`config.mk`:
```
export PLATFORM = sky130hd
export DESIGN_NAME = nmr_echo_capture_flat
export DESIGN_NICKNAME = d
export VERILOG_FILES = /design/src/rtl/nmr_echo_capture_if.sv /design/src/rtl/nmr_echo_capture.sv /design/src/flat_wrapper.sv
export SDC_FILE = /design/constraint.sdc
export NUM_CORES = 1
export LEC_CHECK = 0
export CORE_ASPECT_RATIO = 0.7
export CORE_MARGIN = 2
export CORE_UTILIZATION = 53
export DETAILED_ROUTE_END_ITERATION = 8
export PLACE_DENSITY = 0.87
export SYNTH_ARGS = -nofsm -noshare
export SYNTH_HDL_FRONTEND = slang
export SYNTH_SLANG_ARGS = --single-unit
```
`constraint.sdc`:
```
create_clock -name clk -period 4.4 [get_ports clk]
set_input_delay 0.66 -clock clk [delete_from_list [all_inputs] [get_ports clk]]
set_output_delay 0.66 -clock clk [all_outputs]
set_load 0.02 [all_outputs]
```
`src/rtl/nmr_echo_capture_if.sv`:
```
// Sample stream from the echo capture FIFO towards the DMA/readout logic.
// A beat transfers on any clk edge where m_tvalid & m_tready; the master holds m_tdata/m_tlast stable while m_tvalid & ~m_tready.
interface nmr_echo_capture_if;
    logic [15:0] m_tdata;
    logic        m_tvalid;
    logic        m_tready;
    logic        m_tlast;

    modport master (output m_tdata, output m_tvalid, output m_tlast, input m_tready);
    modport slave  (input m_tdata, input m_tvalid, input m_tlast, output m_tready);
endinterface

```
`src/rtl/nmr_echo_capture.sv`:
```
// Opens one ADC capture window after each receiver-blanking interval, decimates the samples
// and streams them (last sample of a window tagged) through a first-word-fall-through FIFO.
module nmr_echo_capture #(
    parameter int US_DIVIDER = 125,
    parameter int ADC_WIDTH  = 14,
    parameter int FIFO_DEPTH = 16
) (
    input  logic                        clk,
    input  logic                        rst,
    input  logic                        sync_in,
    input  logic                        blank_in,
    input  logic signed [ADC_WIDTH-1:0] adc_in,
    input  logic [15:0]                 decim_in,
    input  logic [31:0]                 acq_dly_in,
    input  logic [15:0]                 acq_len_in,
    input  logic [15:0]                 max_windows_in,
    nmr_echo_capture_if.master          m_axis,
    output logic [15:0]                 window_cnt,
    output logic                        overflow,
    output logic                        busy,
    output logic [1:0]                  state_dbg
);
    localparam int PW = (US_DIVIDER > 1) ? $clog2(US_DIVIDER) : 1;
    localparam int AW = (FIFO_DEPTH > 1) ? $clog2(FIFO_DEPTH) : 1;
    localparam logic [PW-1:0] PRESC_TOP = PW'(US_DIVIDER - 1);
    localparam logic [AW:0]   FIFO_FULL = (AW + 1)'(FIFO_DEPTH);

    typedef enum logic [1:0] {
        IDLE    = 2'd0,
        ARMED   = 2'd1,
        DELAY   = 2'd2,
        CAPTURE = 2'd3
    } state_t;

    state_t        state;
    logic          sync_prv;
    logic          blank_prv;
    logic [PW-1:0] presc;
    logic [31:0]   us_cnt;
    logic [15:0]   dec_cnt;
    logic [15:0]   idx;

    // Each entry holds {tlast, sign-extended sample}.
    logic [16:0]   fifo_mem [FIFO_DEPTH];
    logic [AW-1:0] wr_ptr;
    logic [AW-1:0] rd_ptr;
    logic [AW:0]   count;

    logic        sync_rise;
    logic        blank_fall;
    logic        sample_now;
    logic        last_now;
    logic        full;
    logic        pop;
    logic        push_ok;
    logic [16:0] push_word;
    logic [16:0] head_word;

    assign sync_rise  = sync_in & ~sync_prv;
    assign blank_fall = ~blank_in & blank_prv;

    // A restart on the same edge abandons the sample that would otherwise be taken.
    assign sample_now = (state == CAPTURE) && (dec_cnt == 16'd0) && !sync_rise;
    assign last_now   = (idx == (acq_len_in - 16'd1));
    assign push_word  = {last_now, 16'(adc_in)};

    assign full    = (count == FIFO_FULL);
    assign pop     = m_axis.m_tvalid & m_axis.m_tready;
    assign push_ok = sample_now & (~full | pop);

    assign head_word       = fifo_mem[rd_ptr];
    assign m_axis.m_tvalid = (count != '0);
    assign m_axis.m_tdata  = m_axis.m_tvalid ? head_word[15:0] : 16'd0;
    assign m_axis.m_tlast  = m_axis.m_tvalid & head_word[16];

    assign busy      = (state == DELAY) || (state == CAPTURE);
    assign state_dbg = state;

    always_ff @(posedge clk) begin
        if (push_ok) begin
            fifo_mem[wr_ptr] <= push_word;
        end
    end

    always_ff @(posedge clk) begin
        if (rst) begin
            wr_ptr <= '0;
            rd_ptr <= '0;
            count  <= '0;
        end else begin
            if (push_ok) begin
                wr_ptr <= wr_ptr + 1'b1;
            end
            if (pop) begin
                rd_ptr <= rd_ptr + 1'b1;
            end
            case ({push_ok, pop})
                2'b10:   count <= count + 1'b1;
                2'b01:   count <= count - 1'b1;
                default: count <= count;
            endcase
        end
    end

    always_ff @(posedge clk) begin
        if (rst) begin
            state      <= IDLE;
            sync_prv   <= 1'b0;
            blank_prv  <= 1'b0;
            presc      <= '0;
            us_cnt     <= '0;
            dec_cnt    <= '0;
            idx        <= '0;
            window_cnt <= '0;
            overflow   <= 1'b0;
        end else begin
            sync_prv  <= sync_in;
            blank_prv <= blank_in;
            if (sample_now && full && !pop) begin
                overflow <= 1'b1;
            end
            if (sync_rise) begin
                state      <= ARMED;
                window_cnt <= '0;
                overflow   <= 1'b0;
            end else begin
                case (state)
                    IDLE: ;
                    ARMED: begin
                        if (blank_fall && (acq_len_in != 16'd0)) begin
                            state  <= DELAY;
                            presc  <= PRESC_TOP;
                            us_cnt <= '0;
                        end
                    end
                    DELAY: begin
                        if (us_cnt == acq_dly_in) begin
                            state   <= CAPTURE;
                            dec_cnt <= '0;
                            idx     <= '0;
                        end else if (presc == '0) begin
                            presc  <= PRESC_TOP;
                            us_cnt <= us_cnt + 32'd1;
                        end else begin
                            presc <= presc - 1'b1;
                        end
                    end
                    CAPTURE: begin
                        if (dec_cnt == 16'd0) begin
                            // Gap to the next sample uses the decimation value live at this sample.
                            dec_cnt <= (decim_in == 16'd0) ? 16'd0 : (decim_in - 16'd1);
                            if (last_now) begin
                                window_cnt <= window_cnt + 16'd1;
                                if ((max_windows_in != 16'd0) &&
                                    ((window_cnt + 16'd1) == max_windows_in)) begin
                                    state <= IDLE;
                                end else begin
                                    state <= ARMED;
                                end
                            end else begin
                                idx <= idx + 16'd1;
                            end
                        end else begin
                            dec_cnt <= dec_cnt - 16'd1;
                        end
                    end
                    default: state <= IDLE;
                endcase
            end
        end
    end
endmodule

```
`src/flat_wrapper.sv`:
```
// flat-port wrapper written by rule: the top's interface ports become plain ports
module nmr_echo_capture_flat 
#(
    parameter int US_DIVIDER = 125,
    parameter int ADC_WIDTH  = 14,
    parameter int FIFO_DEPTH = 16
)
  (clk, rst, sync_in, blank_in, adc_in, decim_in, acq_dly_in, acq_len_in, max_windows_in, window_cnt, overflow, busy, state_dbg, m_axis_m_tdata, m_axis_m_tvalid, m_axis_m_tlast, m_axis_m_tready);
  nmr_echo_capture_if m_axis_i ();
  input  logic clk;
  input  logic rst;
  input  logic sync_in;
  input  logic blank_in;
  input  logic signed [ADC_WIDTH-1:0] adc_in;
  input  logic [15:0] decim_in;
  input  logic [31:0] acq_dly_in;
  input  logic [15:0] acq_len_in;
  input  logic [15:0] max_windows_in;
  output logic [15:0] window_cnt;
  output logic overflow;
  output logic busy;
  output logic [1:0] state_dbg;
  output wire logic [$bits(m_axis_i.m_tdata)-1:0] m_axis_m_tdata;
  output wire logic [$bits(m_axis_i.m_tvalid)-1:0] m_axis_m_tvalid;
  output wire logic [$bits(m_axis_i.m_tlast)-1:0] m_axis_m_tlast;
  input wire logic [$bits(m_axis_i.m_tready)-1:0] m_axis_m_tready;
  assign m_axis_m_tdata = m_axis_i.m_tdata;
  assign m_axis_m_tvalid = m_axis_i.m_tvalid;
  assign m_axis_m_tlast = m_axis_i.m_tlast;
  assign m_axis_i.m_tready = m_axis_m_tready;
  nmr_echo_capture #(.US_DIVIDER(US_DIVIDER), .ADC_WIDTH(ADC_WIDTH), .FIFO_DEPTH(FIFO_DEPTH)) u_core (.clk(clk), .rst(rst), .sync_in(sync_in), .blank_in(blank_in), .adc_in(adc_in), .decim_in(decim_in), .acq_dly_in(acq_dly_in), .acq_len_in(acq_len_in), .max_windows_in(max_windows_in), .m_axis(m_axis_i), .window_cnt(window_cnt), .overflow(overflow), .busy(busy), .state_dbg(state_dbg));
endmodule
```
=== After elaboration in Yosys (flattened, before gate mapping) ===
Memory sizes are Yosys's and may differ from the RTL's. A register that Yosys moved wholly into a read port is not among the register bits.
Cells that the tools add are included.

* Bits in registers: 105
* Bits in writable memories: 272
* Input port bits: 99
* Output and inout bits: 38
* Logic and storage cells: 111
* Memories: 1

{| class="wikitable"
|+ Memories
! name !! words !! bits a word !! rd ports !! clocked after Yosys merged registers in !! write ports !! RTL line !! RTL
|-
| u_core.fifo_mem || 16 || 17 || 1 || 1 || 1 || nmr_echo_capture.sv:44 || <nowiki>logic [16:0] fifo_mem [FIFO_DEPTH];</nowiki>
|}

* Add/sub/neg operators: 11
* Equality and inequality tests: 20
* Mux-type cells: 28
* Bitwise logic cells: 10
* Reduce and logical (&&, ||, !) cells: 28

{| class="wikitable"
|+ Operators by type and width
! cell !! count
|-
| 16-bit 2-to-1 mux || 6
|-
| 32-bit 2-to-1 mux || 3
|-
| 16-bit one-hot mux with 2 select lines || 2
|-
| 32-bit one-hot mux with 2 select lines || 1
|-
| 16-bit by 1-bit subtractor with 16-bit output, second input constant || 3
|-
| 16-bit by 1-bit adder with 16-bit output, second input constant || 2
|-
| 32-bit by 1-bit adder with 32-bit output, second input constant || 1
|-
| 16-bit equality test || 2
|-
| 32-bit equality test || 1
|-
| 16-bit logical NOT || 2
|-
| 16-bit nonzero test || 2
|-
| 7-bit 2-to-1 mux || 3
|-
| 5-bit AND reduction || 4
|-
| 7-bit one-hot mux with 2 select lines || 1
|-
| 5-bit one-hot mux with 2 select lines || 1
|-
| 3-bit by 1-bit != test with 1-bit output, second input constant || 3
|-
| 4-bit by 1-bit adder with 4-bit output, second input constant || 2
|-
| 2-bit 2-to-1 mux || 4
|-
| 4-bit 2-to-1 mux || 2
|-
| 2-bit != test, second input constant || 4
|-
| 7-bit logical NOT || 1
|-
| 7-bit by 1-bit subtractor with 7-bit output, second input constant || 1
|-
| 2-bit equality test, second input constant || 3
|-
| 1-bit logical AND || 6
|-
| 20 further kinds || 37
|}

=== Depth between registers and ports, before layout ===
Gate-level depths: netlist of the first run.

* Depth after elaboration: 8
* Gate-level depth with buffers: 17

=== Least setup slack after synthesis of the first run ===
No wires, ideal clock.

* Kind: flip-flop to flip-flop
* Start point: register u_core.dec_cnt[8]
* End point: memory u_core.fifo_mem[0][0], enable pin
* Library setup time: 0.406 ns
* Arrival: 3.756 ns
* Data required time: 3.994 ns
* Path slack: 0.238 ns
* Stages on the path, launching flop included: 10
* Period minus slack after synthesis: 4.162 ns
* Path through: dfxtp_1 > or3_1 > or4_4 > or3_1 > buf_2 > or3_1 > buf_6 > nor4_4 > nand2_1 > nor3_1

* Longest elaborated chain between the ends: 6

{| class="wikitable"
|+ RTL lines
! element !! RTL line !! RTL
|-
| start: declaration || nmr_echo_capture.sv:40 || <nowiki>logic [15:0] dec_cnt;</nowiki>
|-
| start signal: assignment || nmr_echo_capture.sv:151 || <nowiki>dec_cnt <= (decim_in == 16'd0) ? 16'd0 : (decim_in - 16'd1);</nowiki>
|-
| start signal: assignment || nmr_echo_capture.sv:164 || <nowiki>dec_cnt <= dec_cnt - 16'd1;</nowiki>
|-
| 16-bit logical NOT || nmr_echo_capture.sv:63 || <nowiki>assign sample_now = (state == CAPTURE) && (dec_cnt == 16'd0) && !sync_rise;</nowiki>
|-
| 1-bit logical AND (2 in series) || nmr_echo_capture.sv:63 ||
|-
| 1-bit AND || nmr_echo_capture.sv:69 || <nowiki>assign push_ok = sample_now & (~full | pop);</nowiki>
|-
| 1-bit 2-to-1 mux || nmr_echo_capture.sv:80 || <nowiki>if (push_ok) begin</nowiki>
|-
| 1-bit 2-to-1 mux (not written as such) || nmr_echo_capture.sv:81 || <nowiki>fifo_mem[wr_ptr] <= push_word;</nowiki>
|-
| end: declaration || nmr_echo_capture.sv:44 ||
|}

Every way passes these cells.

=== Final worst setup path of the first run ===
* Start point: register u_core.dec_cnt[8]
* End point: register u_core.count[4]

* Longest elaborated chain between the ends: 6
* Elaborated cells between the ends (all ways): 8
* Classes of those cells: eq/ne (2); mux (1); bitwise (1); reduce/logical (4)

{| class="wikitable"
|+ RTL lines
! element !! RTL line !! RTL
|-
| 16-bit logical NOT * || nmr_echo_capture.sv:63 ||
|-
| 1-bit logical AND * (2 in series) || nmr_echo_capture.sv:63 ||
|-
| 1-bit AND * || nmr_echo_capture.sv:69 ||
|-
| 2-bit by 1-bit equality test with 1-bit output / 2-bit equality test (equally long branches) || nmr_echo_capture.sv:97 || <nowiki>case ({push_ok, pop})</nowiki>
|-
| 5-bit one-hot mux with 2 select lines / 2-bit nonzero test (equally long branches) || -- ||
|-
| end signal: assignment || nmr_echo_capture.sv:98 || <nowiki>2'b10: count <= count + 1'b1;</nowiki>
|-
| end signal: assignment || nmr_echo_capture.sv:99 || <nowiki>2'b01: count <= count - 1'b1;</nowiki>
|-
| end signal: assignment || nmr_echo_capture.sv:100 || <nowiki>default: count <= count;</nowiki>
|-
| end: declaration || nmr_echo_capture.sv:47 || <nowiki>logic [AW:0] count;</nowiki>
|}

Mark *: on every way between the ends. The rest lies on a longest branch, timed or not.
A chain may end at the register's enable or synchronous reset.

==> results of run 1 <==
## logic make-up after synthesis
| group | synth area share [%] |
|---|---|
| and+or+nand+nor | 13.43 |
| DFF | 57.62 |
| AOI/OAI and AO/OA | 6.842 |
| xor gates and xnor gates | 6.665 |
| buffers and inverters | 2.542 |
| muxes | 10.93 |
| adders and majority gates | 1.966 |
## registers in the layout, summed over array words and instances (netlist names), named ones only
register           cells
u_core.fifo_mem      240
u_core.us_cnt         32
u_core.dec_cnt        16
u_core.idx            16
u_core.window_cnt     16
u_core.presc           7
u_core.count           5
u_core.rd_ptr          4
u_core.wr_ptr          4
u_core.state_dbg       2
u_core.blank_prv       1
u_core.overflow        1
u_core.sync_prv        1
## path summary, 6_finish.rpt
| check | end | start | depth (start not counted) |
|---|---|---|---|
| max | u_core.count[4] | u_core.dec_cnt[8] | 15 |
| min | u_core.presc[1] | u_core.presc[1] | 2 |
| max reg2reg | u_core.count[4] | u_core.dec_cnt[8] | 15 |
| min reg2reg | u_core.presc[1] | u_core.presc[1] | 2 |
## final cells by class
| type | count | share of cell area, % |
|---|---|---|
| clock buffer | 39 | 4.652 |
| sequential | 349 | 48.44 |
| timing repair buffer | 179 | 8.814 |
| antenna | 1 | 0.01290 |
| tap | 412 | 2.658 |
| multi-input combinational | 816 | 33.61 |
| clock inverter | 21 | 1.110 |
| inverter | 36 | 0.6969 |
## synthesized netlist by cell type, types with 9 or more instances
cell	instances	area, um2
a21oi_1	66	330.3
and3_1	13	81.33
clkbuf_1	49	183.9
dfxtp_1	109	2182
edfxtp_1	240	7207
ha_1	24	300.3
inv_1	36	135.1
mux4_2	75	1689
nand2_1	50	187.7
nand2b_1	9	56.30
nand3_1	46	230.2
nand4_1	25	156.4
nor2_1	96	360.4
nor2b_1	25	156.4
nor3_1	23	115.1
nor4_1	30	187.7
o21ai_0	38	190.2
o31ai_1	20	150.1
or3_1	30	187.7
or4_1	21	157.7
xnor2_1	48	420.4
xor2_1	76	665.6
## report_power, final
group	total, W	internal [W]	switching, W	leakage [nW]
registers	0.00361	0.00355	0.0000559	3.05
clock network	0.00294	0.00171	0.00122	0.551
logic	0.00101	0.000436	0.000569	2.71
total	0.00755	0.00570	0.00185	6.32
## stage by stage
| step | area (um2) | utilization, % | hold WS [ns] |
|---|---|---|---|
| 3_3_place_gp | 18270 | 60.69 | 0.4571 |
| 3_5_place_dp | 18270 | 60.69 | 0.4683 |
| 2_1_floorplan | 16290 | - | 0.4414 |
| 4_1_cts | 19390 | 64.40 | 0.4786 |
| 5_1_grt | 19390 | 64.40 | 0.5061 |
| 6_report | 19390 | 64.41 | 0.4744 |
## routing by layer
| layer | vias up | global-route usage [%] |
|---|---|---|
| met1 | 5641 | 34.85 |
| met5 | - | 0 |
| met2 | 538 | 39.55 |
| met3 | 74 | 4.547 |
| met4 | 0 | 6.701 |
| li1 | 5143 | - |
## tightest hold or removal path: cells and delay by family (launching register included)
family	cells	cell delay (ns)
AO/OA/AOI/OAI	1	0.05
flip-flops	1	0.32
AND/OR/NAND/NOR	1	0.06
==> run summary, run 1 <==
In this run the post-CTS setup repair buffer count came out at 0. The post-route netlist has 13.13% of its cells at a drive strength greater than 1. The first global-routing pass estimated 60,740 um of wire. The detailed-routed wire length on met3 was 3205 um; the die width was 213.6 um. For the worst-skew pair, the clock arrives at the later sink with an insertion delay of 0.53 ns.

Net count of the mapped netlist: 1,390. The slew of the pin with the lowest slew margin is 1.275 ns. In this run the core area contains 53 standard-cell rows. The final route contains 11,400 vias. In the layout the commonest cells are edfxtp_1, clkdlybuf4s50_1, dfxtp_1, nor2_1, xor2_1. The tools report the maximum clock rate as 246.7 MHz.

For this run, the register share of the synthesized area comes to 57.62%. The tools report the post-DP HPWL as 26,010 um. The critical path is of the flop to flop type.

The H-tree level count is 2. The largest individual stage delay along the critical path comes from the cell or4_4. Leaving out fill and tap cells, the most frequent cell in the layout is edfxtp_1. In this run, the number of DRC markers left after iteration 0 of detailed routing was 1,516. The number of gates resized after CTS was 0. Counting distinct cell types in the post-synthesis netlist gives 66. The detailed router put a total of 16,560 um of wire on met1. Before antenna repair, the detailed router went through 5 iterations.

Counting I/O delays and the setup requirement, the final critical path takes 4.053 ns. Final wirelength: 39,320 um. The worst path uses 92.12% of the clock period. Synthesis handed over a netlist of 1,266 instances. The number of hold-repair buffers added at the cts stage is 0, and the maximum number of buffers from clock root to sink is 3. The post-synthesis instance area is 16,290 um2. Counting flops with a built-in enable in the synthesized netlist gives 240. After clock tree synthesis, the clock-pin slew on the worst setup and hold paths is 0.06 ns. STA classifies the critical path endpoint as a flop.

Count of final setup violators: 0. The proportion of register bits with asynchronous set or reset after synthesis came out at 0%. The initial utilization of the core area, before any placement, comes to 54.12%. Global routing consumed, over all layers together, 24.68% of the routing resources.

Buffers placed on the I/O ports in this run total 136. Average routed wire per standard cell: 21.22 um. Dividing total power by cell area gives a power density of 389.2 nW/um2. The gate family responsible for the most delay along the worst path was simple AND/OR/NAND/NOR gates. The run finished with clean final reports. The run gives 0 as the count of pins over their slew limit. At the worst endpoint, the required time is 4.82 ns.

The count of nets left with antenna violations once routing finished came out at 0. At the end of routability-driven placement, the weighted congestion stood at 0.9073. Overall power consumption after layout is estimated at 0.007547 W. The multi-input combinational cells in the finished layout cover a total of 6518 um2. The total CTS buffers was 34; the arrival time at the worst endpoint was 4.47 ns.

The tools report the register-to-register setup slack as 0.35 ns. Main flop type after synthesis: edfxtp_1. The run gives 0 as the number of endpoints with negative hold slack in the final report. For this run, the post-layout net count is 1,540. The growth of design area from synthesis to finish is 19.00%. In the routed layout, each cell is associated on average with a via count of 6.150. Total placed cells including tap cells: 1,792.

The cell occurring most often along the worst timing path was or3_1. The uppermost metal layer occupied by signal nets was met4. The die covers 32,190 um2.

The total overflow left after global routing is 0. Max-cap violations in this run came to 0. The class of the worst hold path is flop to flop. Number of global-route vias before repair: 10,880. Setup repair after global routing left no endpoint under its margin. For the final database, setup skew stands at 0.02819 ns. Timing analysis after detailed placement gives a worst setup slack of 0.2787 ns. The root buffer cell chosen for the clock tree is clkbuf_16. The signal on the critical path passes through or3_1 -> or4_4 -> or3_1 -> or3_1 -> nor4_4 -> inv_1 -> ha_1 -> inv_1 -> fa_1 -> inv_1 -> a21o_1 -> a21oi_1 -> xnor2_1 -> or3_1 -> a21oi_1. The die height is 150.7 um, and the largest net degree at the start of global routing is 61. The run gives 349 as the clock sink count.

The initial antenna violation count is 1. Of all nets on the critical path, the largest fanout is 6. The standard cell core area is 30,110 um2, and the mean instance size in the synthesized netlist is 12.87 um2.

The run gives 14.27% as the worst relative slew slack. Setup slack on the critical path of the routed design comes to 0.3468 ns. In this design, the stage delay of the slowest critical-path cell is 0.45 ns. The area used by sequential logic in the layout is 9394 um2, and the number of placed I/O pins is 137. Flip-flop and latch count after synthesis: 349. Yosys printed 0 warnings.

STA classifies the critical path startpoint as a flop. After filler insertion, the fill cell instance count of the layout stands at 2,206. Summed over all failing endpoints, the final setup total negative slack is 0 ns. For the leakage power summed over all cells, the log shows 6.317 nW. After the flow finishes, the layout carries non-filler instances totaling 1,853. Wire segments on met2 add up to 18,730 um in the final route. TritonCTS built the clock tree.

The highest ir drop seen on vdd is 256.6 uV, and the buffering stage count on the worst path with inverters included is 3. After detailed routing, the number of remaining DRC violations is 0.
No activity file was read; power rests on OpenSTA's default activity.
==> inputs of run 2 (changes only) <==
CORE_UTILIZATION = 55   (was 53)
PLACE_DENSITY = 0.86   (was 0.87)
SETUP_SLACK_MARGIN = 0.3   (was unset)
SLEW_MARGIN = 20   (was unset)
clock period = 4.6 ns   (was 4.4 ns; I/O delays follow)
==> run 2 against run 1 <==
- die area is 3.6% lower
- cell count is 2.3% lower
- cell area is 1.2% lower
- total power is 7.8% lower
- non-clock buffer count is 3 lower
- register-to-register slack better by 0.19 ns
- wire length is 2.1% higher
- via count is 1.3% lower
- setup slack better by 0.15 ns
- critical path depth is 10 lower
==> run summary, run 2 (synthesis gave the netlist of run 1 again) <==
Setup repair after global routing left no endpoint under its margin. The clock edge transition at the registers on the reported setup and hold paths is 0.07 ns (was 0.06 ns). The startpoint-to-endpoint class of the critical path is flop to output port (was flop to flop). The run gives 0 (unchanged) as the count of pins over their slew limit. The tools report the number of global-route vias before repair as 11,130 (was 10,880). The power per standard cell area was 363.2 nW/um2 (was 389.2 nW/um2); the growth of design area from synthesis to finish was 17.58% (was 19.00%). The worst path uses 89.14% of the clock period. The tools report the arrival time at the worst endpoint as 3.41 ns (was 4.47 ns). The run gives 349 (unchanged) as the clock sink count. The class of the worst hold path was flop to flop (unchanged).

The tools report the final worst hold slack as 0.4720 ns (was 0.4744 ns). The tools report the number of post-CTS setup repair buffers as 0 (unchanged). The standard cell core area is 29,020 um2 (was 30,110 um2). For the H-tree level count, the log shows 1 (was 2). The tools report the worst relative slew slack as 33.42% (was 14.27%). The run gives 0 (unchanged) as the number of endpoints with negative hold slack in the final report. Highest ir drop seen on vdd: 276.8 uV (was 256.6 uV). The run finished with clean final reports. The via total after detailed routing is 11,250 (was 11,400), and the number of placed I/O pins is 137 (unchanged). The kind of launch point of the worst setup path was a flop (unchanged).

Number of gates resized after CTS: 0 (unchanged). The average vias per placed instance works out to 6.214 (was 6.150). The core utilization of the finished layout is 66.03% (was 64.41%). The count of buffers inserted at the top-level ports was 136 (unchanged). Post-layout net count: 1,534 (was 1,540). Weighted congestion at the end of routability-driven global placement: 0.9136 (was 0.9073). The DRC violation total after the first TritonRoute iteration was 1,146 (was 1,516); the slew of the pin with the lowest slew margin was 0.9973 ns (was 1.275 ns). For this run, the top clock speed supported by timing is 243.9 MHz. The diode insertion count for antenna repair was 0 (was 1). The tools report the post-DP HPWL as 26,670 um (was 26,010 um). The largest net degree at the start of global routing was 43 (was 61). The cell occurring most often along the worst timing path is mux4_2 (was or3_1). The run gives 0.58 ns (was 0.53 ns) as the clock insertion delay at the later pin of the skew report. Number of inserted filler cells in the final layout: 2,039 (was 2,206). The buffer cell driving the clock tree root is clkbuf_16 (unchanged). The standard cell area after detailed placement was 18,190 um2 (was 18,270 um2); the average routed wire per standard cell was 22.17 um (was 21.22 um).

The register bank with the most flops was u_core.fifo_mem (unchanged). For the final antenna-violating net count, the log shows 0 (unchanged). The effective utilization at floorplan was 56.15% (was 54.12%); the time the worst path needs with I/O delays and setup was 4.100 ns. The final wirelength is 40,160 um (was 39,320 um), and the max-capacitance violation count is 0 (unchanged). For the full die area, the log shows 31,040 um2 (was 32,190 um2).

Registers with the most flip-flops: u_core.fifo_mem (240), u_core.us_cnt (32) (unchanged). The number of hold-repair buffers added at the cts stage is 0 (unchanged), and the flip-flop count of the largest register after layout is 240 (unchanged). The tools report the count of unresolved DRC violations after routing as 0 (unchanged).

The required time of the critical path was 3.91 ns (was 4.82 ns). The maximum number of buffers from clock root to sink is 3 (unchanged). Delay contributed by the slowest stage of the critical path: 0.61 ns (was 0.45 ns). The leading cell type in the layout, fill and taps excluded is edfxtp_1 (unchanged). The number of core rows is 52 (was 53). The run gives 6.201 nW (was 6.317 nW) as the leakage power summed over all cells. The total placed cells including tap cells is 1,755 (was 1,792). The total global-route track usage was 26.12% (was 24.68%); the clock tree skew after final layout was 0.01889 ns (was 0.02819 ns). The die width works out to 209.7 um (was 213.6 um). TritonCTS built the clock tree. Final sum of negative setup slack: 0 ns (unchanged).

Cells along the critical path: buf_12 -> mux4_2 -> mux4_2 -> nor2b_1 -> clkdlybuf4s50_1 (was or3_1 -> or4_4 -> or3_1 -> or3_1 -> nor4_4 -> inv_1 -> ha_1 -> inv_1 -> fa_1 -> inv_1 -> a21o_1 -> a21oi_1 -> xnor2_1 -> or3_1 -> a21oi_1). Cell with the biggest individual delay on the critical path: dfxtp_4 (was or4_4). The first-pass GRT wire length is 62,580 um (was 60,740 um). Iteration count of the initial detailed-routing pass: 5 (unchanged). The total CTS buffers is 31 (was 34).

The run gives 3 (was 1) as the initial antenna violation count. The die height is 148.0 um (was 150.7 um), and the non-filler instance count after layout is 1,811 (was 1,853). Most used cells in the layout excluding fill and tap cells: edfxtp_1, clkdlybuf4s50_1, dfxtp_1, nor2_1, xor2_1 (unchanged). The tools report the aggregate global routing overflow as 0 (unchanged). The highest fanout seen on the critical path was 42 (was 6); the final instance area was 19,160 um2 (was 19,390 um2). The tools report the critical path endpoint category as an output port (was a flop). The share of layout cells above drive strength 1 is 12.42% (was 13.13%), and the count of final setup violators is 0 (unchanged).
==> run 2: cell types whose count changed in the layout (fill, tap and decap cells not counted), moves of 2 or more <==
cell	before	now
clkinv_1	10	7
clkinv_8	2	0
buf_4	41	39
clkinvlp_4	0	3
clkbuf_1	2	9
clkinv_2	5	1
clkbuf_16	35	31
==> run 2: critical path: cells and delay by family, from the launching register on <==
| family | cells | cell delay, ns |
|---|---|---|
| muxes | 2 | 1.09 |
| buffers and inverters | 2 | 0.95 |
| DFF | 1 | 0.61 |
| and+or+nand+nor | 1 | 0.16 |
==> run 2: power by group <==
group,total [W],internal (W),switching [W]
sequential,0.00345,0.00340,0.0000546
clock,0.00254,0.00140,0.00113
combinational,0.000974,0.000421,0.000554
==> run 2: area by class of cell <==
type                       count  area (um2)  area share [%]
clock inverter                16       157.7          0.8228
sequential                   349        9394           49.03
inverter                      36       135.1          0.7053
tap                          378       473.0           2.468
clock buffer                  40       809.5           4.225
timing repair buffer         176        1674           8.738
multi-input combinational    816        6516           34.01
==> run 2: per-stage QoR <==
step | setup WS, ns | power, W
global placement | 0.5840 | 0.004439
CTS | 0.4220 | 0.006984
finish | 0.4998 | 0.006959
floorplan | 0.4377 | 0.004128
detailed placement | 0.4530 | 0.004471
global route | 0.3053 | 0.007197
==> run 2: final timing paths <==
path	start	cells past startpoint	end	slack (ns)
max reg2reg	u_core.dec_cnt[8]	15	u_core.count[4]	0.54
max	flop	5	m_axis_m_tdata[5]	0.50
min	u_core.presc[1]	2	u_core.presc[1]	0.47
min reg2reg	u_core.presc[1]	2	u_core.presc[1]	0.47
==> run 2: layer usage <==
metal	vias up	wire (um)	global-route usage, %
met5	-	27	0
met2	516	19040	42.62
met4	4	903	6.099
met1	5535	16760	36.26
met3	77	3424	5.672
li1	5121	-	-
==> inputs of run 3 (changes only) <==
--- a/config.mk
+++ b/config.mk
@@ -7,2 +7,3 @@
 export LEC_CHECK = 0
+export ABC_AREA = 1
 export CORE_ASPECT_RATIO = 0.7
@@ -11,2 +12,3 @@
 export DETAILED_ROUTE_END_ITERATION = 8
+export GPL_TIMING_DRIVEN = 0
 export PLACE_DENSITY = 0.86
==> constraint.sdc (replaced) <==
create_clock -name clk -period 4.6 [get_ports clk]
set_input_delay 1.15 -clock clk [delete_from_list [all_inputs] [get_ports clk]]
set_output_delay 1.15 -clock clk [all_outputs]
set_load 0.02 [all_outputs]
==> run 3 against run 2 <==
- the run now ends with DRC left
- sequential power barely moved
- die area rose by 8.2%
- sequential share of layout area fell by 4.2 points
- cell area rose by 9.3%
- first-iteration DRC count rose by 120%
- clock skew rose by 0.0069 ns
- utilization rose by 0.64 points
- register-to-register slack improved by 0.53 ns
- via count rose by 44%
- global-route usage rose by 5.9 points
- critical path type unchanged
==> run summary, run 3 <==
The clock edge transition at the registers on the reported setup and hold paths works out to 0.07 ns (about the same). Buffer cell driving the clock tree root: clkbuf_16 (unchanged). The logs give 54,860 um (was 40,160 um) for the final wirelength and 56.23% (was 56.15%) for the effective utilization at floorplan. The aggregate global routing overflow was 0 (unchanged). The diode insertion count for antenna repair was 0 (unchanged).

The average vias per placed instance was 6.026 (was 6.214); the flip-flop and latch count after synthesis was 349 (unchanged). Buffering stage count on the worst path with inverters included: 5 (was 2). Average routed wire per standard cell: 20.40 um (was 22.17 um). The startpoint-to-endpoint class of the critical path was flop to output port (unchanged). Mean instance size in the synthesized netlist: 8.568 um2 (was 12.87 um2). Main flop type after synthesis: edfxtp_1 (unchanged). The gate count after technology mapping came out at 2,062 (was 1,266).

Cell occurring most often along the worst timing path: clkbuf_4 (was mux4_2). The count of buffers inserted at the top-level ports came out at 135 (was 136). The number of global-route vias before repair is 15,060 (was 11,130). The proportion of power drawn by flip-flops and latches is 37.9% (was 49.6%). The total CTS buffers is 31 (unchanged), and the final antenna-violating net count is 0 (unchanged). The checks that failed: DRC. The logs give 31,420 um2 (was 29,020 um2) for the standard cell core area and 7.533 nW (was 6.201 nW) for the leakage power summed over all cells. The highest fanout seen on the critical path was 10 (was 42); the post-DP HPWL was 39,960 um (was 26,670 um).

The number of core rows came out at 54 (was 52). The full die area was 33,590 um2 (was 31,040 um2); the count of pins over their slew limit was 0 (unchanged). Most frequent cell after synthesis: nand2_1 (was edfxtp_1).

Post-layout net count: 2,368 (was 1,534). The via total after detailed routing was 16,200 (was 11,250). The total global-route track usage is 32.06% (was 26.12%).

The flip-flop count of the largest register after layout was 240 (unchanged); the time the worst path needs with I/O delays and setup was 4.365 ns (was 4.100 ns). Setup repair after global routing could not meet its margin everywhere. The DRC violation total after the first TritonRoute iteration came out at 2,530 (was 1,146). Kind of launch point of the worst setup path: a flop (unchanged). The power per standard cell area was 437.2 nW/um2 (was 363.2 nW/um2); the number of inserted filler cells in the final layout was 2,449 (was 2,039).

Leading cell type in the layout, fill and taps excluded: nand2_1 (was edfxtp_1). The tools report the weighted congestion at the end of routability-driven global placement as 0.9762 (was 0.9136). Largest area contributor in the synthesized netlist: edfxtp_1 (unchanged). The adder and majority cell fraction of the synthesized area works out to 1.813% (was 1.966%).

The tools report the total area of multi-input combinational cells as 7350 um2 (was 6516 um2). The run finished, with violations left. The tools report the initial antenna violation count as 0 (was 3). The mux cell area share after synthesis is 0% (was 10.93%), and the growth of design area from synthesis to finish is 18.56% (was 17.58%). For the largest net degree at the start of global routing, the log shows 17 (was 43). The count of flip-flops with a built-in enable after synthesis is 240 (unchanged), and the clock network fraction of total power is 29.4% (was 36.4%). The register bank with the most flops was u_core.fifo_mem (unchanged). The proportion of power drawn by combinational gates was 32.7% (was 14.0%); the number of endpoints with negative hold slack in the final report was 0 (unchanged). The clock sink count was 349 (unchanged). The simple-gate portion of the synthesized area was 23.05% (was 13.43%). The slew of the pin with the lowest slew margin came out at 1.017 ns (was 0.9973 ns). Count of unresolved DRC violations after routing: 1 (was 0). For the max-capacitance violation count, the log shows 0 (unchanged). The net count of the mapped netlist came out at 2,186 (was 1,390). For the maximum number of buffers from clock root to sink, the log shows 3 (unchanged). H-tree level count: 1 (unchanged). The cell with the biggest individual delay on the critical path is clkdlybuf4s50_1 (was dfxtp_4). The detailed-routed wire length on met3 came out at 8009 um (was 3424 um).

Cells along the critical path: clkbuf_4 -> inv_1 -> clkbuf_4 -> buf_2 -> nor2_1 -> o221ai_1 -> nand3_1 -> a21oi_1 -> clkdlybuf4s50_1 (was buf_12 -> mux4_2 -> mux4_2 -> nor2b_1 -> clkdlybuf4s50_1). The run gives 229.1 MHz (was 243.9 MHz) as the maximum clock rate. The tools report the iteration count of the initial detailed-routing pass as 8 (was 5). The critical path endpoint category was an output port (unchanged). The share of the synthesized area in compound gates (AO/OA/AOI/OAI) works out to 12.47% (was 6.842%). Area used by sequential logic in the layout: 9389 um2 (was 9394 um2). Registers with the most flip-flops: u_core.fifo_mem (240), u_core.us_cnt (32) (unchanged). Uppermost metal layer occupied by signal nets: met4 (was met5).

The launching point of the worst reg2reg path was u_core.dec_cnt[0] (was u_core.dec_cnt[8]). The tools report the number of placed I/O pins as 137 (unchanged). Switching fraction of total power: 36.24% (was 24.99%). Dominant combinational cell family by area after synthesis: simple AND/OR/NAND/NOR gates (unchanged).

The tools report the core utilization of the finished layout as 66.67% (was 66.03%). The clock tree skew after final layout is 0.02576 ns (was 0.01889 ns), and the final sum of negative setup slack is 0 ns (unchanged). The run gives 0 (unchanged) as the count of final setup violators.

The worst min-delay path startpoint is u_core.count[4] (was u_core.presc[1]). The clock insertion delay at the later pin of the skew report came out at 0.60 ns (was 0.58 ns). The net load switching power came out at 0.003319 W (was 0.001739 W).

The tools report the required time of the critical path as 3.45 ns (was 3.91 ns). The share of layout cells above drive strength 1 came out at 7.052% (was 12.42%). Most used cells in the layout excluding fill and tap cells: nand2_1, nor2_1, edfxtp_1, inv_1, o21ai_0 (was edfxtp_1, clkdlybuf4s50_1, dfxtp_1, nor2_1, xor2_1). The proportion of register bits with asynchronous set or reset after synthesis came out at 0% (unchanged). Cell types with the highest counts after synthesis: nand2_1, nor2_1, edfxtp_1, inv_1, o21ai_0 (was edfxtp_1, dfxtp_1, nor2_1, xor2_1, mux4_2). Gate family responsible for the most delay along the worst path: buffers and inverters (was multiplexers).

Cell internal power dissipation: 0.005840 W (was 0.005220 W). TritonCTS built the clock tree. The worst relative slew slack came out at 32.10% (was 33.42%). The number of warning messages in the yosys log came out at 0 (unchanged). Cell types with the largest area share after synthesis: edfxtp_1, dfxtp_1, nand2_1, nor2_1, o21ai_0 (was edfxtp_1, dfxtp_1, mux4_2, xor2_1, xnor2_1).

The share of the clock period used by the worst path after layout works out to 94.90% (was 89.14%). The count of different cell masters after synthesis was 46 (was 66); the die height was 154.0 um (was 148.0 um). The XOR/XNOR share of the synthesized area came out at 3.548% (was 6.665%). The tools report the number of post-CTS setup repair buffers as 0 (unchanged). The fraction of synthesized cell area taken by the top area cell type is 40.79% (was 44.23%). The logs give 53.14% (was 57.62%) for the sequential-to-total area share from yosys stat and 17,670 um2 (was 16,290 um2) for the post-synthesis instance area.

The highest ir drop seen on vdd is 303.4 uV (was 276.8 uV), and the first-pass GRT wire length is 82,980 um (was 62,580 um). The delay contributed by the slowest stage of the critical path was 0.63 ns (was 0.61 ns); the arrival time at the worst endpoint was 3.22 ns (was 3.41 ns). The met2 wire length was 22,910 um (was 19,040 um); the overall power after layout was 0.009159 W (was 0.006959 W). The die width came out at 218.2 um (was 209.7 um). The class of the worst hold path is flop to flop (unchanged).

The run gives 22,430 um (was 16,760 um) as the total routed wire length on the met1 layer.
## run 3: cell types whose count changed in the layout (fill, tap and decap cells not counted), moves of 34 or more
| cell | delta |
|---|---|
| nor2_1 | +247 |
| nand3_1 | +61 |
| mux4_2 | -75 |
| o21ai_0 | +146 |
| nand2_1 | +314 |
| nor3_1 | +37 |
| buf_4 | -36 |
| xor2_1 | -47 |
| o221ai_1 | +34 |
| inv_1 | +155 |
## run 3: path summary, 6_finish.rpt
| check | slack (ns) | to | depth (start not counted) |
|---|---|---|---|
| worst max-delay path | 0.23 | m_axis_m_tdata[7] | 9 |
| worst min-delay path | 0.49 | u_core.count[4] | 1 |
| worst max register to register | 1.07 | u_core.fifo_mem[4][12] | 10 |
| worst min register to register | 0.49 | u_core.count[4] | 1 |
## run 3: cells by family (layout without fill, tap and decap cells)
logic type | after synthesis | after routing
flip-flops | 349 | 349
AO/OA/AOI/OAI | 384 | 384
buffers and inverters | 272 | 479
adder cells (fa/ha/maj) | 25 | 25
AND/OR/NAND/NOR | 962 | 962
XOR/XNOR | 70 | 70
## run 3: what timing repair did
action                     4_1_cts  5_1_grt
hold buffers                     0        0
setup endpoints to repair       17       15
gates resized for setup         41       32
pin swaps                        1        0
## run 3: stage by stage
step	cell area, um2	cells	hold WS [ns]	setup WS (ns)
floorplan	17670	2062	0.4436	1.290
global placement	19540	2617	0.4518	0.1107
detailed placement	19770	2631	0.4741	0.09970
CTS	20870	2689	0.4902	0.1865
global route	20950	2689	0.5138	0.1768
finish	20950	2689	0.4937	0.2347
## run 3: layout make-up
type                            count  share of cell area (%)
Timing Repair Buffer              149                   7.383
Clock buffer                       35                   3.823
Multi-Input combinational cell   1441                   35.09
Tap cell                          420                   2.509
Buffer                             78                   1.798
Sequential cell                   349                   44.82
Clock inverter                     23                   1.099
Inverter                          194                   3.476
## run 3: power by group through the flow
stage	Combinational (W)	Clock (W)	Sequential, W
global placement	0.00270	0	0.00353
global route	0.00315	0.00281	0.00347
CTS	0.00285	0.00268	0.00347
finish	0.00299	0.00269	0.00347
floorplan	0.00162	0	0.00352
detailed placement	0.00281	0	0.00353
## run 3: layer usage
metal  GRT usage, %  vias up
li1               -     7408
met1          47.22     7543
met2          46.35     1110
met3          9.238      142
met4          8.358        0
met5              0        -
==> edit 1: new RTL, flow settings as in run 1 <==
`US_DIVIDER` is set to 125 in 2 places; all go to 250.
--- a/src/rtl/nmr_echo_capture.sv
+++ b/src/rtl/nmr_echo_capture.sv
@@ -1,7 +1,7 @@
 // Opens one ADC capture window after each receiver-blanking interval, decimates the samples
 // and streams them (last sample of a window tagged) through a first-word-fall-through FIFO.
 module nmr_echo_capture #(
-    parameter int US_DIVIDER = 125,
+    parameter int US_DIVIDER = 250,
     parameter int ADC_WIDTH  = 14,
     parameter int FIFO_DEPTH = 16
 ) (
--- a/src/flat_wrapper.sv
+++ b/src/flat_wrapper.sv
@@ -1,7 +1,7 @@
 // flat-port wrapper written by rule: the top's interface ports become plain ports
 module nmr_echo_capture_flat 
 #(
-    parameter int US_DIVIDER = 125,
+    parameter int US_DIVIDER = 250,
     parameter int ADC_WIDTH  = 14,
     parameter int FIFO_DEPTH = 16
 )
Check against the original RTL: same outputs for any inputs over 4 cycles, from zero or initial values and one cycle with rst high; that may be too few to reach the edited logic, so the function may still have changed.
==> edit 1 against run 1 <==
Wire length is 2.3% higher; via count decreased by 0.53%; sequential cell count rose by 1; power down 0.71%; worst setup slack worse by 0.021 ns; largest cell class unchanged; cell area unchanged; area after synthesis rose by 0.15%; register-to-register slack improved by 0.79 ns.
==> edit 1: results <==
set metrics [dict create \
    status "finished clean" \
    leakage_nw 6.21 \
    reg2reg_depth 10 \
    antenna_found_initial 0 \
    nets 1565 \
    dp_hpwl_um 26600 \
    viasPerCell 6.04 \
    clk_pin_slew_ns 0.07 \
    diodes 0 \
    synth.avg_cell_area_sq_um 12.6 \
    clk_latency_ns 0.56 \
    min_from "rst" \
    ys.flop_type "edfxtp_1" \
    dp_cells 1820 \
    globalplace.congestion 0.907 \
    drive_above_1_share_pct 12.7 \
    drt_iter0_drc 1178 \
    grt_first_pass_wirelength_um 62300 \
    r2r_slack_ns 1.14 \
    hold_path_depth 2 \
    max_stage_delay_ns 0.66 \
    cts_hold_buf 0 \
    worst_r2r_startpoint "u_core.state_dbg[0]" \
    syn_nets 1414 \
    arrival_ns 3.41 \
    ys_top_cells_by_count "edfxtp_1 (240), nor2_1 (113), dfxtp_1 (110)" \
    cts_buffers 31 \
    hold_path_end "u_core.blank_prv" \
    synth_area_leaders "edfxtp_1 (44%), dfxtp_1 (13%), mux4_2 (10%), xnor2_1 (4.4%), nor2_1 (2.6%)" \
    grt_usage_pct 25.3 \
    n_fill_cell 2159 \
    r2r-end "u_core.us_cnt[19]" \
    wl_um 40200 \
    yosysSeqAreaShare_pct 57.7 \
    path_delay_family "multiplexers" \
    hold_path_class "input pin to register" \
    worst_pin_slew_ns 1.02 \
    fin_worst_skew_ns 0.0190 \
    first_global_vias 11100 \
    firstDrtPassIters 6 \
]
-- edit 1: changes by cell type after synthesis, sizes merged, moves of 10 or more --
cell   change
xnor2     +34
xor2      -34
o31ai     -16
nor2      +17
nand2     +10
nand4     +11
or4       -12
-- edit 1: worst reg2reg max path: cells and delay by family (launching register included) --
| kind | cells | cell delay [ns] |
|---|---|---|
| and+or+nand+nor | 5 | 1.57 |
| DFF | 1 | 0.43 |
| adders and majority gates | 1 | 0.32 |
| buffers and inverters | 2 | 0.31 |
| AOI/OAI and AO/OA | 1 | 0.31 |
| xor gates and xnor gates | 1 | 0.17 |
-- edit 1: report_power, final --
| part | switching [mW] | internal, mW |
|---|---|---|
| Clock | 1.22 | 1.61 |
| Sequential | 0.0619 | 3.55 |
| Combinational | 0.598 | 0.444 |
| Total | 1.88 | 5.61 |
-- edit 1: layout make-up --
type	count	share of cell area, %
multi-input cells	844	33.8
inverters	34	0.658
repair buffers	180	8.83
clock buffers	35	4.13
well taps	412	2.66
clock inverters	23	1.37
flip-flops and latches	350	48.5
-- edit 1: logic make-up after synthesis --
logic type               count (synthesis)  synth area share, %
AND/OR/NAND/NOR                        430                 13.8
flip-flops                             350                 57.7
AO/OA/AOI/OAI                          182                 6.72
XOR/XNOR                               125                 6.79
buffers and inverters                   96                 2.29
multiplexers                            82                 10.8
adder cells (fa/ha/maj)                 25                 1.96
-- edit 1: metal layers --
metal / GRT usage, % / routed length (um) / vias to the layer above
li1: - / - / 5178
met1: 37.0 / 17300 / 5608
met2: 40.4 / 18900 / 489
met3: 4.19 / 3260 / 61
met4: 5.07 / 771 / 0
met5: 0 / 0 / -
-- edit 1: worst max-delay path by stage --
| stage | slack, ns | depth (start not counted) | from | to |
|---|---|---|---|---|
| floorplan | 0.87 | 5 | u_core.dec_cnt[6] | u_core.fifo_mem[3][0] |
| global placement | 0.34 | 10 | acq_len_in[2] | u_core.idx[5] |
| detailed placement | 0.25 | 10 | acq_len_in[2] | u_core.idx[8] |
| CTS | 0.27 | 5 | register | m_axis_m_tdata[13] |
| global route | 0.16 | 5 | register | m_axis_m_tdata[13] |
| finish | 0.33 | 5 | register | m_axis_m_tdata[13] |
-- edit 1: stage by stage --
stage,power (mW),area (sq um),hold slack (ns)
global placement,4.67,18300,0.458
CTS,7.51,19400,0.417
finish,7.49,19400,0.431
global route,7.74,19400,0.446
floorplan,4.34,16300,0.445
detailed placement,4.71,18300,0.468
==> edit 2: new RTL, flow settings as in run 1 <==
Made on the original files. Make the reset (`rst`) asynchronous in 2 clocked blocks.
--- a/src/rtl/nmr_echo_capture.sv
+++ b/src/rtl/nmr_echo_capture.sv
@@ -82,7 +82,7 @@
         end
     end
 
-    always_ff @(posedge clk) begin
+    always_ff @(posedge clk or posedge rst) begin
         if (rst) begin
             wr_ptr <= '0;
             rd_ptr <= '0;
@@ -102,7 +102,7 @@
         end
     end
 
-    always_ff @(posedge clk) begin
+    always_ff @(posedge clk or posedge rst) begin
         if (rst) begin
             state      <= IDLE;
             sync_prv   <= 1'b0;
Formal check against the unedited RTL: differs if rst is asserted again (counterexample within 4 cycles, from zero or initial values and one cycle with rst high); with rst held inactive, the same outputs for 4 cycles.
==> edit 2 against run 1 <==
Worst setup slack improved by 0.056 ns; sequential cell count decreased by 4; clock skew decreased by 0.012 ns; area after synthesis is 4.4% higher; cell area rose by 4.0%; wire length grew 7.7%; largest cell class unchanged.
Power is not compared: it rests on default switching activity, and its combinational part moved more than twofold at a synthesized area within 25%.
==> edit 2: results <==
set metrics [dict create \
    status "finished clean" \
    antenna_found_initial 5 \
    yosysUniqueCellTypes 82 \
    fin_crit_sh_pct 90.8 \
    worst_r2r_startpoint "u_core.dec_cnt[6]" \
    viasPerCell 6.23 \
    reg2reg_depth 8 \
    fin_worst_skew_ns 0.0158 \
    max_stage_delay_ns 0.66 \
    grt_first_pass_wirelength_um 66400 \
    cpMaxStageDelayCell "dfrtp_4" \
    synthArstFlopShare_pct 30.4 \
    grt_start_max_net_pins 58 \
    cp-endpoint "m_axis_m_tdata[6]" \
    drive_above_1_share_pct 14.2 \
    firstDrtPassIters 6 \
    crit_fanout 19 \
    place_area_sq_um 19100 \
    wl_um 42400 \
    dp_hpwl_um 29500 \
    path_delay_family "multiplexers" \
    yosysSeqAreaShare_pct 57.8 \
    nets 1571 \
    r2r-end "u_core.idx[9]" \
    grt_usage_pct 25.5 \
    drt_iter0_drc 1510 \
    synth_area_leaders "edfxtp_1 (42%), dfrtp_1 (15%), mux4_2 (9.9%), xnor2_1 (4.0%), nand2_1 (1.9%)" \
    arrival_ns 3.34 \
    worst_pin_slew_ns 1.10 \
    h-tree-depth 1 \
]
-- edit 2: cell count changes after synthesis, moves of 9 or more --
cell            run 1  this run
nand2_1            50        84
a21oi_1            66        47
mux2i_1             7        19
nor2b_1            25         5
dfrtp_1             0       105
and2_1              2        21
dfxtp_1           109         0
o21ai_0            38        51
inv_1              36        50
nor2_1             96        63
o31ai_1            20        11
xnor2_1            48        77
xor2_1             76        31
-- edit 2: metrics by stage --
step	power, mW	hold slack (ns)	instances
after floorplan	6.31	0.448	1295
after global placement	7.31	0.463	1836
after detailed placement	7.45	0.471	1836
after CTS	10.3	0.484	1893
after global routing	10.7	0.504	1895
final	10.2	0.489	1896
-- edit 2: worst min path at each step --
stage | end | slack (ns) | depth (start not counted)
after floorplan | u_core.count[4] | 0.45 | 1
after global placement | u_core.count[4] | 0.46 | 1
after detailed placement | u_core.count[4] | 0.47 | 1
after CTS | u_core.count[4] | 0.48 | 1
after global routing | u_core.count[4] | 0.50 | 1
final | u_core.count[4] | 0.49 | 1
-- edit 2: cell type report --
cell class              count  area, sq um
fillers                  2288        11200
inverters                  51          194
diodes                      3         7.51
well taps                 420          526
clock buffers              43          946
repair buffers            186         1800
multi-input cells         834         6740
clock inverters            14          126
flip-flops and latches    345         9840
-- edit 2: cells by family (layout without fill, tap and decap cells) --
kind of cell | count (synthesis) | count (layout) | synth area share, %
mux | 96 | 96 | 11.2
fa+ha+maj | 23 | 23 | 1.74
other cells | 0 | 3 | 0
compound gates | 204 | 204 | 8.10
xor+xnor | 108 | 108 | 5.56
simple gates | 403 | 403 | 12.9
buf+inv | 116 | 294 | 2.74
flops | 345 | 345 | 57.8
-- edit 2: layer usage --
layer  up-vias  part of all wire (%)  track usage, %
li1       5283                     -               -
met2       529                    46            38.9
met1      5921                    43            37.9
met5         -                 0.068               0
met4         4                   2.4            6.51
met3        66                   8.7            5.02
-- edit 2: worst register-to-register path: stages, from the launching register on --
cell and delay, ns:
dfrtp_1 0.45, or4_1 0.67, or3_1 0.42, or2_1 0.30
buf_4 0.23, nand2_2 0.34, nand2_1 0.19, a2111oi_0 0.53
mux2i_1 0.24
-- edit 2: power by group through the flow --
stage / logic (mW) / registers [mW] / clock network [mW]
after floorplan: 2.48 / 3.84 / 0
after global placement: 3.28 / 4.03 / 0
after detailed placement: 3.40 / 4.04 / 0
after CTS: 3.43 / 3.98 / 2.84
after global routing: 3.70 / 4.02 / 2.96
final: 3.43 / 3.99 / 2.81
